## src/rtl/serial_demux_8_pkg.sv

```systemverilog
// Shared definitions for the serial-to-parallel demultiplexer: state
// encoding and default geometry.
package demux_pkg;

  localparam int N_SLOTS_DEF = 8;
  localparam int SEL_W_DEF   = 3;

  typedef enum logic {
    IDLE    = 1'b0,
    COLLECT = 1'b1
  } state_e;

endpackage

```

## src/rtl/serial_demux_8_if.sv

```systemverilog
// Serial input / parallel output bundle for serial_demux_8.
// The master side feeds bits and consumes words; the slave side is the demux.
interface serial_demux_8_if
  import demux_pkg::*;
#(
  parameter int N_SLOTS = N_SLOTS_DEF,
  parameter int SEL_W   = SEL_W_DEF
);

  logic               D;
  logic               D_VALID;
  logic               FRAME;
  logic               D_READY;
  logic [N_SLOTS-1:0] Y;
  logic               Y_VALID;
  logic               Y_READY;
  logic [SEL_W-1:0]   SEL;
  logic               FRAME_ERR;

  modport master (
    output D, D_VALID, FRAME, Y_READY,
    input  D_READY, Y, Y_VALID, SEL, FRAME_ERR
  );

  modport slave (
    input  D, D_VALID, FRAME, Y_READY,
    output D_READY, Y, Y_VALID, SEL, FRAME_ERR
  );

endinterface

```

## src/rtl/serial_demux_8_demux_1x8.sv

```systemverilog
// Slot decoder: turns a slot index plus write enable into one-hot
// write strobes for the shadow register.
module demux_1x8
  import demux_pkg::*;
#(
  parameter int N_SLOTS = N_SLOTS_DEF,
  parameter int SEL_W   = SEL_W_DEF
) (
  input  logic [SEL_W-1:0]   sel_i,
  input  logic               en_i,
  output logic [N_SLOTS-1:0] strobe_o
);

  for (genvar gi = 0; gi < N_SLOTS; gi++) begin : g_strobe
    assign strobe_o[gi] = en_i && (sel_i == SEL_W'(gi));
  end

endmodule

```

## src/rtl/serial_demux_8.sv

```systemverilog
// Serial-to-parallel demultiplexer: FRAME-aligned bits collect in a shadow
// register and are handed to a separately held output word Y.
module serial_demux_8
  import demux_pkg::*;
#(
  parameter int N_SLOTS = N_SLOTS_DEF,
  parameter int SEL_W   = SEL_W_DEF
) (
  input logic          CLK,
  input logic          RST,
  serial_demux_8_if.slave bus
);

  localparam logic [SEL_W-1:0] LAST_SLOT = SEL_W'(N_SLOTS - 1);

  state_e               state_q, state_d;
  logic [SEL_W-1:0]     sel_q, sel_d;
  logic [N_SLOTS-1:0]   shadow_q, shadow_d;
  logic [N_SLOTS-1:0]   y_q, y_d;
  logic                 y_valid_q, y_valid_d;
  logic                 frame_err_q, frame_err_d;

  logic                 d_ready;
  logic                 accept;
  logic                 restart;
  logic                 wr_en;
  logic [SEL_W-1:0]     wr_sel;
  logic                 complete;
  logic [N_SLOTS-1:0]   strobe;

  // Stall only when the last bit would overwrite a word nobody has taken yet.
  assign d_ready  = !((sel_q == LAST_SLOT) && y_valid_q && !bus.Y_READY);
  assign accept   = bus.D_VALID && d_ready;
  assign restart  = accept && bus.FRAME;
  assign wr_en    = accept && (bus.FRAME || (state_q == COLLECT));
  assign wr_sel   = bus.FRAME ? '0 : sel_q;
  assign complete = wr_en && !bus.FRAME && (sel_q == LAST_SLOT);

  demux_1x8 #(
    .N_SLOTS (N_SLOTS),
    .SEL_W   (SEL_W)
  ) u_demux (
    .sel_i    (wr_sel),
    .en_i     (wr_en),
    .strobe_o (strobe)
  );

  // A FRAME bit wipes any partial word so stale slots never leak into Y.
  for (genvar gi = 0; gi < N_SLOTS; gi++) begin : g_shadow
    assign shadow_d[gi] = strobe[gi] ? bus.D
                        : (restart ? 1'b0 : shadow_q[gi]);
  end

  always_comb begin
    state_d     = state_q;
    sel_d       = sel_q;
    y_d         = y_q;
    y_valid_d   = y_valid_q;
    frame_err_d = 1'b0;

    if (restart) begin
      state_d     = COLLECT;
      sel_d       = SEL_W'(1);
      frame_err_d = (state_q == COLLECT);
    end else if (complete) begin
      state_d = IDLE;
      sel_d   = '0;
    end else if (wr_en) begin
      sel_d = sel_q + SEL_W'(1);
    end

    if (complete) begin
      y_d       = shadow_d;
      y_valid_d = 1'b1;
    end else if (bus.Y_READY) begin
      y_valid_d = 1'b0;
    end
  end

  always_ff @(posedge CLK) begin
    if (RST) begin
      state_q     <= IDLE;
      sel_q       <= '0;
      shadow_q    <= '0;
      y_q         <= '0;
      y_valid_q   <= 1'b0;
      frame_err_q <= 1'b0;
    end else begin
      state_q     <= state_d;
      sel_q       <= sel_d;
      shadow_q    <= shadow_d;
      y_q         <= y_d;
      y_valid_q   <= y_valid_d;
      frame_err_q <= frame_err_d;
    end
  end

  assign bus.D_READY   = d_ready;
  assign bus.Y         = y_q;
  assign bus.Y_VALID   = y_valid_q;
  assign bus.SEL       = sel_q;
  assign bus.FRAME_ERR = frame_err_q;

endmodule

```

## src/flat_wrapper.sv

```systemverilog
// flat-port wrapper written by rule: the top's interface ports become plain ports
module serial_demux_8_flat import demux_pkg::*;
#(
  parameter int N_SLOTS = N_SLOTS_DEF,
  parameter int SEL_W   = SEL_W_DEF
)
  (CLK, RST, bus_D, bus_D_VALID, bus_FRAME, bus_Y_READY, bus_D_READY, bus_Y, bus_Y_VALID, bus_SEL, bus_FRAME_ERR);
  serial_demux_8_if #(.N_SLOTS(N_SLOTS), .SEL_W(SEL_W)) bus_i ();
  input logic CLK;
  input logic RST;
  input wire logic [$bits(bus_i.D)-1:0] bus_D;
  input wire logic [$bits(bus_i.D_VALID)-1:0] bus_D_VALID;
  input wire logic [$bits(bus_i.FRAME)-1:0] bus_FRAME;
  input wire logic [$bits(bus_i.Y_READY)-1:0] bus_Y_READY;
  output wire logic [$bits(bus_i.D_READY)-1:0] bus_D_READY;
  output wire logic [$bits(bus_i.Y)-1:0] bus_Y;
  output wire logic [$bits(bus_i.Y_VALID)-1:0] bus_Y_VALID;
  output wire logic [$bits(bus_i.SEL)-1:0] bus_SEL;
  output wire logic [$bits(bus_i.FRAME_ERR)-1:0] bus_FRAME_ERR;
  assign bus_i.D = bus_D;
  assign bus_i.D_VALID = bus_D_VALID;
  assign bus_i.FRAME = bus_FRAME;
  assign bus_i.Y_READY = bus_Y_READY;
  assign bus_D_READY = bus_i.D_READY;
  assign bus_Y = bus_i.Y;
  assign bus_Y_VALID = bus_i.Y_VALID;
  assign bus_SEL = bus_i.SEL;
  assign bus_FRAME_ERR = bus_i.FRAME_ERR;
  serial_demux_8 #(.N_SLOTS(N_SLOTS), .SEL_W(SEL_W)) u_core (.CLK(CLK), .RST(RST), .bus(bus_i));
endmodule
```

## config.mk

```make
export PLATFORM = sky130hd
export DESIGN_NAME = serial_demux_8_flat
export DESIGN_NICKNAME = d
export VERILOG_FILES = /design/src/rtl/serial_demux_8_pkg.sv /design/src/rtl/serial_demux_8_if.sv /design/src/rtl/serial_demux_8_demux_1x8.sv /design/src/rtl/serial_demux_8.sv /design/src/flat_wrapper.sv
export SDC_FILE = /design/constraint.sdc
export NUM_CORES = 1
export LEC_CHECK = 0
export BUFFER_PORTS_ARGS = -buffer_cell sky130_fd_sc_hd__buf_4
export CORE_ASPECT_RATIO = 1.4
export CORE_MARGIN = 2
export CORE_UTILIZATION = 45
export DETAILED_ROUTE_END_ITERATION = 6
export PLACE_DENSITY_LB_ADDON = 0.05
export REMOVE_ABC_BUFFERS = 1
export SYNTH_ARGS = -nofsm -noshare
export SYNTH_HDL_FRONTEND = slang
export SYNTH_SLANG_ARGS = --single-unit
export TNS_END_PERCENT = 10
```

## constraint.sdc

```tcl
create_clock -name CLK -period 1.6 [get_ports CLK]
set_input_delay 0.08 -clock CLK [delete_from_list [all_inputs] [get_ports CLK]]
set_output_delay 0.08 -clock CLK [all_outputs]
set_load 0.01 [all_outputs]
```

==> flow_summary.yaml <==
route:
  via_count: 1012
  postRouteAntennaNets: 0
  routedWlPerCell_um: 15.4
  vias_per_cell: 5.85
  drc: 0
  drt-total-wl_mm: 2.66
  dr.pass1.iters: 4
  drt-initial-drc-count: 26
run_status:
  outcome: "finished, violations left"
  failed_checks: "setup timing"
power:
  swShare: 0.245
  power_frac_clock: 0.318
  sequentialPowerShare: 0.574
  leakagePower_uw: 0.000534
  switchingPower_uw: 239
  p_int_uw: 735
  pwr-share-comb: 0.108
  p_per_area_nw_per_um2: 675
  peakVddDrop_mv: 0.359
setup_path:
  cp_top_family: "flip-flops"
  arrival_ns: 1.86
  crit_slowest_cell: "dfxtp_2"
  critical_path.cell_chain: "ha_4 -> ha_4 -> and3b_2 -> clkinv_4 -> buf_6 -> o211ai_1 -> mux2i_1 -> a211oi_1"
  endpoint_kind: "flip-flop"
  criticalPathCategory: "reg -> reg"
  cp.required_ns: 1.80
  cp-start-kind: "flip-flop"
  crit_top_cell: "ha_4"
  cpPeakStageDelay_ns: 0.37
  crit_fanout: 8
  cp_num_buf_inv: 2
hold_path:
  holdCritPathClass: "in -> reg"
final_layout:
  utilization: 0.617
  fillerInstances: 200
  final_common_cell: "buf_4"
  layout_common_cells: "29 x buf_4, 20 x dfxtp_1, 17 x nor2_1, 8 x a21oi_1"
  instances_no_fill: 173
  finalNetCount: 159
  area_growth_pct: 32.5
  drive_gt1_frac: 0.373
  antenna_cells: 0
clocking:
  cts-hold-fix-buffers: 0
  cts_max_level: 1
  clk_latency_ns: 0.31
  numCtsBuffers: 3
  cts.sinks: 22
  cts_tree: "yes"
  clk_pin_slew_worst_paths_ns: 0.13
  clockBufferDepth: 2
  clockRootBuffer: "clkbuf_4"
sta:
  drv_slew: 0
  max_freq_mhz: 600
  period_needed_ns: 1.67
  skew_ns: 0.00659
  rsz0062_at_grt: "true"
  slew_headroom: 0.741
  finalCritPeriodShare: 1.04
  worst_pin_slew_ns: 0.389
  finalSetupTns_ns: -0.312
  setup_ws_ns: -0.0663
  hold_viol: 0
  finalSetupViolCount: 10
synth:
  synthAdderAreaFrac: 0.0230
  ys_ff_latch: 22
  synth_top_cell_by_area: "dfxtp_1"
  ys_types: 34
  muxShareOfSynthArea: 0.0276
  synth-xor-area-share: 0
  yosysWarnings: 0
  synth_cells: 126
  synth_top_family_by_area: "simple AND/OR/NAND/NOR gates"
  synth_seq_area_share: 0.404
  synth.area.top_cells: "dfxtp_1 40%, nor2_1 5.9%, a211oi_1 4.8%, buf_6 4.1%, a311oi_1 4.0%"
  yosysTopAreaCellShare: 0.404
  yosys.area_share.simple: 0.268
  synth_compound_area_frac: 0.188
  syn_area_per_cell_um2: 8.65
  netlist_area_um2: 1090
floorplanning:
  die_area_um2: 2840
  die_w_um: 45.6
  die_y_um: 62.2
  rows: 21
  io-pin-count: 20
  core_um2: 2340
  initial_core_util: 0.466
global_route:
  grt_start_max_net_pins: 23
  overflow: 0
  grt_pass1_wl_mm: 4.51
  grt_pass1_vias: 983
  track_usage: 0.208
  antenna_found_initial: 0
place:
  io_buffers: 19
  pre_cts_ws_ns: -0.153
  place_congestion: 0.816
  hpwlAfterDp_mm: 1.70
  dp.cells: 167
run:
  cap_violations: 0
[layout make-up]
type                       count  area, um^2  area share
multi-input combinational     87         661       0.458
tap                           23        28.8      0.0199
inverter                       5        23.8      0.0165
timing repair buffer          32         251       0.174
clock buffer                   4        36.3      0.0251
sequential                    22         443       0.307
[worst paths after layout]
check                                        start                  to  slack, ns  cells past startpoint
worst min-delay path                         bus_D  u_core.shadow_q[4]       0.08                      3
worst min register to register  u_core.shadow_q[4]  u_core.shadow_q[4]       0.49                      2
worst max register to register   u_core.bus.SEL[0]     u_core.bus.Y[0]      -0.07                      8
worst max-delay path             u_core.bus.SEL[0]     u_core.bus.Y[0]      -0.07                      8
[worst register-to-register path, cell delays in order, from the launching register on]
cell and delay [ns]:
dfxtp_2 0.37, ha_4 0.14, ha_4 0.11, and3b_2 0.22, clkinv_4 0.11, buf_6 0.14, o211ai_1 0.11, mux2i_1 0.26
a211oi_1 0.09
[sequential cells by signal (all words and copies together) (netlist names)]
signal and flops:
u_core.bus.FRAME_ERR 1, u_core.bus.Y 8, u_core.state_q 1, u_core.shadow_q 8
u_core.bus.SEL 3, u_core.bus.Y_VALID 1
[metal layers]
layer | up-vias | track usage | wire [um]
met5 | - | 0 | 0
met4 | 0 | 0.0772 | 23
met1 | 475 | 0.267 | 1130
li1 | 510 | - | -
met3 | 2 | 0.0262 | 101
met2 | 25 | 0.342 | 1410
[stage by stage]
stage / area [um^2] / hold slack, ns / power [uW]
final: 1440 / 0.0825 / 975
after global routing: 1440 / 0.0834 / 1020
after CTS: 1400 / 0.0715 / 982
after detailed placement: 1260 / 0.409 / 665
after global placement: 1260 / 0.402 / 663
after floorplan: 1010 / 0.149 / 612
[synthesized netlist by cell type, drive strengths merged]
cell,instances
a211oi,7
a21oi,8
a311oi,5
a31oi,2
and2,1
and3,4
and3b,2
and4,1
buf,7
clkbuf,5
clkinv,1
dfxtp,22
ha,2
inv,4
mux2i,3
nand2,6
nand2b,1
nand3,7
nand4,3
nand4b,1
nand4bb,1
nor2,17
nor2b,4
nor3b,2
nor4,2
nor4b,1
o2111ai,1
o211ai,3
o21a,1
o311ai,2
[cells by family after synthesis]
| group | count (synthesis) |
|---|---|
| AOI/OAI and AO/OA | 29 |
| adders and majority gates | 2 |
| buffers and inverters | 17 |
| DFF | 22 |
| muxes | 3 |
| and+or+nand+nor | 53 |
[power by group through the flow]
| stage | logic (uW) | registers, uW | clock network [uW] |
|---|---|---|---|
| 2_1_floorplan | 32.9 | 579 | 0 |
| 3_3_place_gp | 94.1 | 569 | 0 |
| 3_5_place_dp | 95.8 | 570 | 0 |
| 4_1_cts | 102 | 559 | 320 |
| 5_1_grt | 114 | 561 | 344 |
| 6_report | 105 | 559 | 310 |
[timing repair]
item	4_1_cts	5_1_grt
setup endpoints to repair	20	19
setup buffers	1	1
resized for setup	19	8
pin swaps	11	5
hold endpoints to repair	0	0
Note: power is estimated with default switching activity, not from simulation.
